$ cat config.mk
export PLATFORM = sky130hd
export DESIGN_NAME = regfile_mp
export DESIGN_NICKNAME = d
export VERILOG_FILES = /design/src/rtl/regfile_mp.sv
export SDC_FILE = /design/constraint.sdc
export NUM_CORES = 2
export LEC_CHECK = 0
export ABC_CLOCK_PERIOD_IN_PS = 64900
export BUFFER_PORTS_ARGS = -buffer_cell sky130_fd_sc_hd__buf_2
export CORE_MARGIN = 10
export CORE_UTILIZATION = 35
export DETAILED_ROUTE_END_ITERATION = 8
export PLACE_DENSITY = 0.46
export SETUP_SLACK_MARGIN = 0.1
export SLEW_MARGIN = 10
export SYNTH_ARGS = -nofsm -noshare
export SYNTH_HDL_FRONTEND = slang
export SYNTH_SLANG_ARGS = --single-unit
export TNS_END_PERCENT = 10
$ cat constraint.sdc
create_clock -name clk -period 64.9 [get_ports clk]
set_input_delay 6.49 -clock clk [delete_from_list [all_inputs] [get_ports clk]]
set_output_delay 6.49 -clock clk [all_outputs]
set_load 0.01 [all_outputs]
$ cat src/rtl/regfile_mp.sv
// Multi-port register file: DEPTH x WIDTH reset-able flops, NREAD read ports,
// one write port, optional hardwired-zero entry, bypass and registered read.
module regfile_mp_rport #(
    parameter int WIDTH    = 32,
    parameter int DEPTH    = 32,
    parameter int ADDR_W   = $clog2(DEPTH),
    parameter int ZERO_REG = 1,
    parameter int FWD      = 1
) (
    input  logic [DEPTH-1:0][WIDTH-1:0] mem,
    input  logic                        wr_en,
    input  logic [ADDR_W-1:0]           wa,
    input  logic [WIDTH-1:0]            wd,
    input  logic [ADDR_W-1:0]           ra,
    output logic [WIDTH-1:0]            raw
);
    // wr_en is already false for the zero entry, so forwarding never leaks into it
    always_comb begin
        raw = mem[ra];
        if (FWD != 0 && wr_en && wa == ra)
            raw = wd;
        if (ZERO_REG != 0 && ra == '0)
            raw = '0;
    end
endmodule

module regfile_mp #(
    parameter int WIDTH    = 32,
    parameter int DEPTH    = 32,
    parameter int ADDR_W   = $clog2(DEPTH),
    parameter int NREAD    = 2,
    parameter int ZERO_REG = 1,
    parameter int BYPASS   = 1,
    parameter int REG_OUT  = 0
) (
    input  logic                    clk,
    input  logic                    reset,
    input  logic                    we,
    input  logic [ADDR_W-1:0]       wa,
    input  logic [WIDTH-1:0]        wd,
    input  logic [NREAD*ADDR_W-1:0] ra,
    output logic [NREAD*WIDTH-1:0]  rd
);
    // A registered read must capture the word being written on the same edge,
    // so forwarding is always on in that mode.
    localparam int FWD = (BYPASS != 0 || REG_OUT != 0) ? 1 : 0;

    logic [DEPTH-1:0][WIDTH-1:0] mem;
    logic [NREAD-1:0][WIDTH-1:0] raw;
    logic                        wr_en;

    assign wr_en = we && !reset && !(ZERO_REG != 0 && wa == '0);

    always_ff @(posedge clk or posedge reset) begin
        if (reset)
            mem <= '0;
        else if (wr_en)
            mem[wa] <= wd;
    end

    for (genvar i = 0; i < NREAD; i++) begin : g_port
        regfile_mp_rport #(
            .WIDTH(WIDTH), .DEPTH(DEPTH), .ADDR_W(ADDR_W),
            .ZERO_REG(ZERO_REG), .FWD(FWD)
        ) u_rport (
            .mem  (mem),
            .wr_en(wr_en),
            .wa   (wa),
            .wd   (wd),
            .ra   (ra[i*ADDR_W +: ADDR_W]),
            .raw  (raw[i])
        );
    end

    if (REG_OUT != 0) begin : g_reg
        logic [NREAD-1:0][WIDTH-1:0] rd_q;
        always_ff @(posedge clk or posedge reset) begin
            if (reset)
                rd_q <= '0;
            else
                rd_q <= raw;
        end
        assign rd = rd_q;
    end else begin : g_comb
        assign rd = raw;
    end
endmodule
# ---- After elaboration in Yosys (flattened, before gate mapping)
# Index checks and enable logic that the tools add are counted.
dict set report op_classes {
  mux 11
  eq_ne 2
  magnitude_cmp 4
  n_reduce_logical 10
}
# cell n
set op_table {}
lappend op_table {{$bwmux 1024} 1}
lappend op_table {{$bmux 32 s5} 2}
lappend op_table {{$mux 32} 7}
lappend op_table {{$demux 32 s5} 1}
lappend op_table {{$lt 5x6->1 const B} 3}
lappend op_table {{$logic_not 5->1} 3}
lappend op_table {{$eq 5x5->1} 2}
lappend op_table {{$ge 5x1->1 const B} 1}
lappend op_table {{$logic_and 1x1->1} 5}
lappend op_table {{$logic_not 1->1} 2}
dict set report word_totals {
  inputBits 50
  regBits 1024
  wordCells 59
  out_inout_bits 64
}

# ---- Logic depth before layout (Yosys ltp)
dict set report logic_depth {
  ltp_word 6
  ltp_mapped 11
  mapped_depth_nobuf 6
}

# ---- Modules after synthesis
# A second synthesis with hierarchy kept.
dict set report hier_totals {
  cells_unflattened 3992
  area_unflattened_um2 56182.6
}
# module instances seq_area_each_um2 area_per_inst_um2 cells_each
set by_module_without_submodules {}
lappend by_module_without_submodules {regfile_mp 1 25624.6 38002.7 2288}
lappend by_module_without_submodules {regfile_mp_rport 2 0.0 9090.0 852}

# ---- Worst setup path after synthesis
# OpenSTA, ideal clock, no wires.
dict set report synth_timing {
  path_kind {input -> output}
  start {input port ra[1]}
  end {output port rd[12]}
  stages 7
  arrival_ps 8303
  t_required_ps 58410
  n_path_buf 3
  setup_slack_ps 50107
  path_cell_list {buf_2 > clkbuf_1 > buf_1 > mux4_2 > a211oi_1 > a21oi_1 > a221o_1}
}
dict set report synth_via {
  elab_chain_len 4
  word_cells_on_any_way 7
  classes_between {1 x eq/ne; 4 x mux; 2 x reduce/logical}
}
# element line_no
set synth_rtl {}
lappend synth_rtl {{from (decl)} 41} ;# input logic [NREAD*ADDR_W-1:0] ra,
lappend synth_rtl {{$bmux 32 s5 or $eq 5x5->1 (tied branches)} {19, 20}}
lappend synth_rtl {{$mux 32 (implied by the code) or $logic_and 1x1->1 (tied branches)} {19, 20}}
lappend synth_rtl {{$mux 32} 20} ;# if (FWD != 0 && wr_en && wa == ra)
lappend synth_rtl {{$mux 32 *} 22} ;# if (ZERO_REG != 0 && ra == '0)
lappend synth_rtl {{to (decl)} 42} ;# output logic [NREAD*WIDTH-1:0] rd
# Every way passes the cells marked *; elsewhere a longest branch is shown, timed or not. The select of a mux whose other input is x is not followed.

# ---- Worst setup path in the final report
dict set report layout_timing {
  start {input port ra[0]}
  end {output port rd[16]}
}
# Same word-level chain as after synthesis.

==> flow_summary.ini <==
[critical_path]
crit_slowest_cell = sky130_fd_sc_hd__buf_4
worst-path-max-fanout = 64
timing.critical_path.cells = buf_8 -> buf_4 -> buf_4 -> mux4_2 -> nor2b_1 -> a211oi_1 -> a21oi_1 -> a221o_1 -> buf_2
cp.arrival_ns = 10.58
worst-setup-path-type = in -> out
critical_path_required_ns = 58.41
r2r-end = mem[916]
r2r_setup_slack_ns = 64.09
crit_path_frequent_cell = sky130_fd_sc_hd__buf_4
worst_r2r_startpoint = mem[916]
delay_contributed_by_the_slowest_stage_of_the_critical_path_ns = 0.83
worstSetupEndpointType = primary output
startpoint_type_of_the_worst_setup_path = input port
rr_worst_depth = 1

[cts]
clk-insertion-delay-late_ns = 0.78
clk_transition_reported_paths_ns = 0.05
cts_setup_buffers = 0
max-clock-path-buffers = 3
numCtsBuffers = 130
clock_tree_from_tritoncts = done
ctsResizeCount = 0
root_buffer = sky130_fd_sc_hd__clkbuf_16
clock_sinks = 1024
cts_hold_repair.buffers = 0
htreeDepth = 4

[floorplanning]
floorplan.die.height_um = 417
die_w_um = 417
core_area_mm2 = 0.156
boundaryPins = 114
die_area_mm2 = 0.174
effective_utilization_at_floorplan_pct = 35.2
rows = 145

[timing]
fin_skew_ns = 0
setup_ws_final_ns = 47.83
max_clock_freq_mhz = 58.6
final.setup.tns_ns = 0
worstMarginPinSlew_ns = 1.28
period_share_pct = 26.3
period_minus_slack_ns = 17.07
finalSetupViolCount = 0
rsz_0062_raised_after_global_routing = false
number_of_hold_violations_in_the_final_report = 0
relSlewSlack_pct = 14.0
timing_max_transition_violations_final = 0

[yosys]
ys_warn_count = 0
count_of_flip_flops_with_a_built_in_enable_after_synthesis = 0
synthTopCellsByArea = sky130_fd_sc_hd__dfrtp_1 47%, sky130_fd_sc_hd__mux2_2 20%, sky130_fd_sc_hd__mux4_2 17%, sky130_fd_sc_hd__mux2i_1 4.2%, sky130_fd_sc_hd__clkbuf_1 1.9%
postSynth.asyncResetShare_pct = 100
synth.largest_area_cell = sky130_fd_sc_hd__dfrtp_1
post_synth_most_frequent_cells = 1024 x sky130_fd_sc_hd__dfrtp_1, 990 x sky130_fd_sc_hd__mux2_2, 421 x sky130_fd_sc_hd__mux4_2
syn_area_mm2 = 0.0551
seq_area_frac_synth_pct = 46.5
synth_ff_type = sky130_fd_sc_hd__dfrtp_1
synthesis.instances = 3789
synth.net_count = 3839
synth_top_area_share_pct = 46.5
syn-mean-instance-area_um2 = 14.5
ys_types = 56
postSynthRegisterBits = 1024
yosys.cell_count.top_type = sky130_fd_sc_hd__dfrtp_1

[place]
hpwlAfterDp_um = 113000
routabilityCongestion = 0.776
pre_cts_ws_ns = 47.68
placed_cells_incl_taps = 5620
port_buffers = 113

[min_path]
worst_hold_path.endpoint = mem[0]
worstHoldPathCells = 0
worstHoldPathType = reg -> reg
start_point_of_the_worst_hold_path = mem[0]

[routing]
vias = 35754
drc = 0
detail_route.vias_per_cell = 6.10
routed_wl_um = 206000
detail_route.iter0.violations = 2823
detail-route-antenna-nets = 0
drtPass1Iterations = 5
wl_per_cell_um = 35.2

[job]
max_cap_viol = 0

[finish]
combined_area_of_the_multi_input_logic_cells_mm2 = 0.0277
nNetsFinal = 3744
share_of_final_layout_standard_cells_stronger_than_drive_strength_1_pct = 49.6
synthToLayoutAreaGrowth_pct = 12.3
largest_register_ffs = 1024
largestRegisters = mem: 1024 flops
utilization_pct = 39.6
largest-register = mem
filler_cell_count = 14566
seqCellArea_mm2 = 0.0256
final-instance-count-excl-fill = 5857

[global_route]
largest_net_degree_at_the_start_of_global_routing = 164
grt_first_pass_wirelength_um = 295000
globalRoute.totalOverflow = 0
grt_antenna_before_repair = 8
total_global_routing_track_utilization_pct = 23.5
first_global_vias = 37115

[run_status]
status = complete, no violations

[power]
power_leakage_nw = 27.6
cellPowerDensity_mw_per_mm2 = 29.6
total_power_mw = 1.83
vdd_drop_max_mv = 0.0301
## power breakdown
part           internal (mW)  switching [mW]
logic                  0.156           0.136
registers              0.720          0.0588
clock network          0.462           0.295
total                   1.34           0.490
## stage by stage
| stage | hold WS (ns) | area, um2 |
|---|---|---|
| floorplan | 0.441 | 55100 |
| global placement | 0.379 | 57400 |
| detailed placement | 0.383 | 57400 |
| CTS | 0.396 | 61800 |
| global route | 0.406 | 61800 |
| finish | 0.393 | 61800 |
## worst max-delay path by stage
stage	from	end	slack (ns)	cells past startpoint
after floorplan	reset	mem[0]	29.59	1
after CTS	ra[0]	rd[16]	47.66	9
final	ra[0]	rd[16]	47.83	9
after global placement	ra[0]	rd[16]	47.67	9
after global routing	ra[0]	rd[17]	47.41	10
after detailed placement	ra[0]	rd[16]	47.68	9
## layer usage
layer / track usage, % / share of wire [%] / vias to the layer above
li1: - / - / 14529
met1: 31.7 / 44 / 19895
met2: 38.6 / 48 / 1019
met3: 3.42 / 4.5 / 311
met4: 7.76 / 3.3 / 0
met5: 0 / 0 / -
## kinds of logic (layout without fill, tap and decap cells)
logic type	after synthesis	count (layout)	share of synthesized area (%)
xor gates and xnor gates	10	10	0.159
muxes	1645	1645	41.7
other	0	7	0
and+or+nand+nor	233	233	2.17
buffers and inverters	438	441	3.62
AOI/OAI and AO/OA	439	439	5.79
DFF	1024	1024	46.5
## placed cells by master (no fill, tap or decap), drive strengths merged, types with 11 or more instances in the layout
cell type,netlist,layout
clkbuf,275,203
dfrtp,1024,1024
mux2,993,993
a21oi,56,56
clkinv,0,16
nor2,49,49
buf,160,208
nor3,38,38
a221oi,58,58
o211ai,12,12
nor2b,41,41
a22oi,98,98
a21boi,27,27
nand2b,11,11
o22ai,30,30
mux4,421,421
a221o,42,42
a211oi,40,40
nand2,57,57
o21ai,44,44
mux2i,231,231
## cell type report
class / instances / share of cell area [%]
Tap cell: 2058 / 4.16
Sequential cell: 1024 / 41.4
Clock inverter: 27 / 0.492
Multi-Input combinational cell: 2327 / 44.9
Timing Repair Buffer: 208 / 2.26
Inverter: 3 / 0.0324
Clock buffer: 203 / 6.73
Antenna cell: 7 / 0.0283
## critical path, delay by kind of cell
kind                   cells  cell delay (ns)
buffers and inverters      4             2.37
AND/OR/NAND/NOR            1             0.14
multiplexers               1             0.60
AO/OA/AOI/OAI              3             0.86
Power figures use the tool's default switching activity.
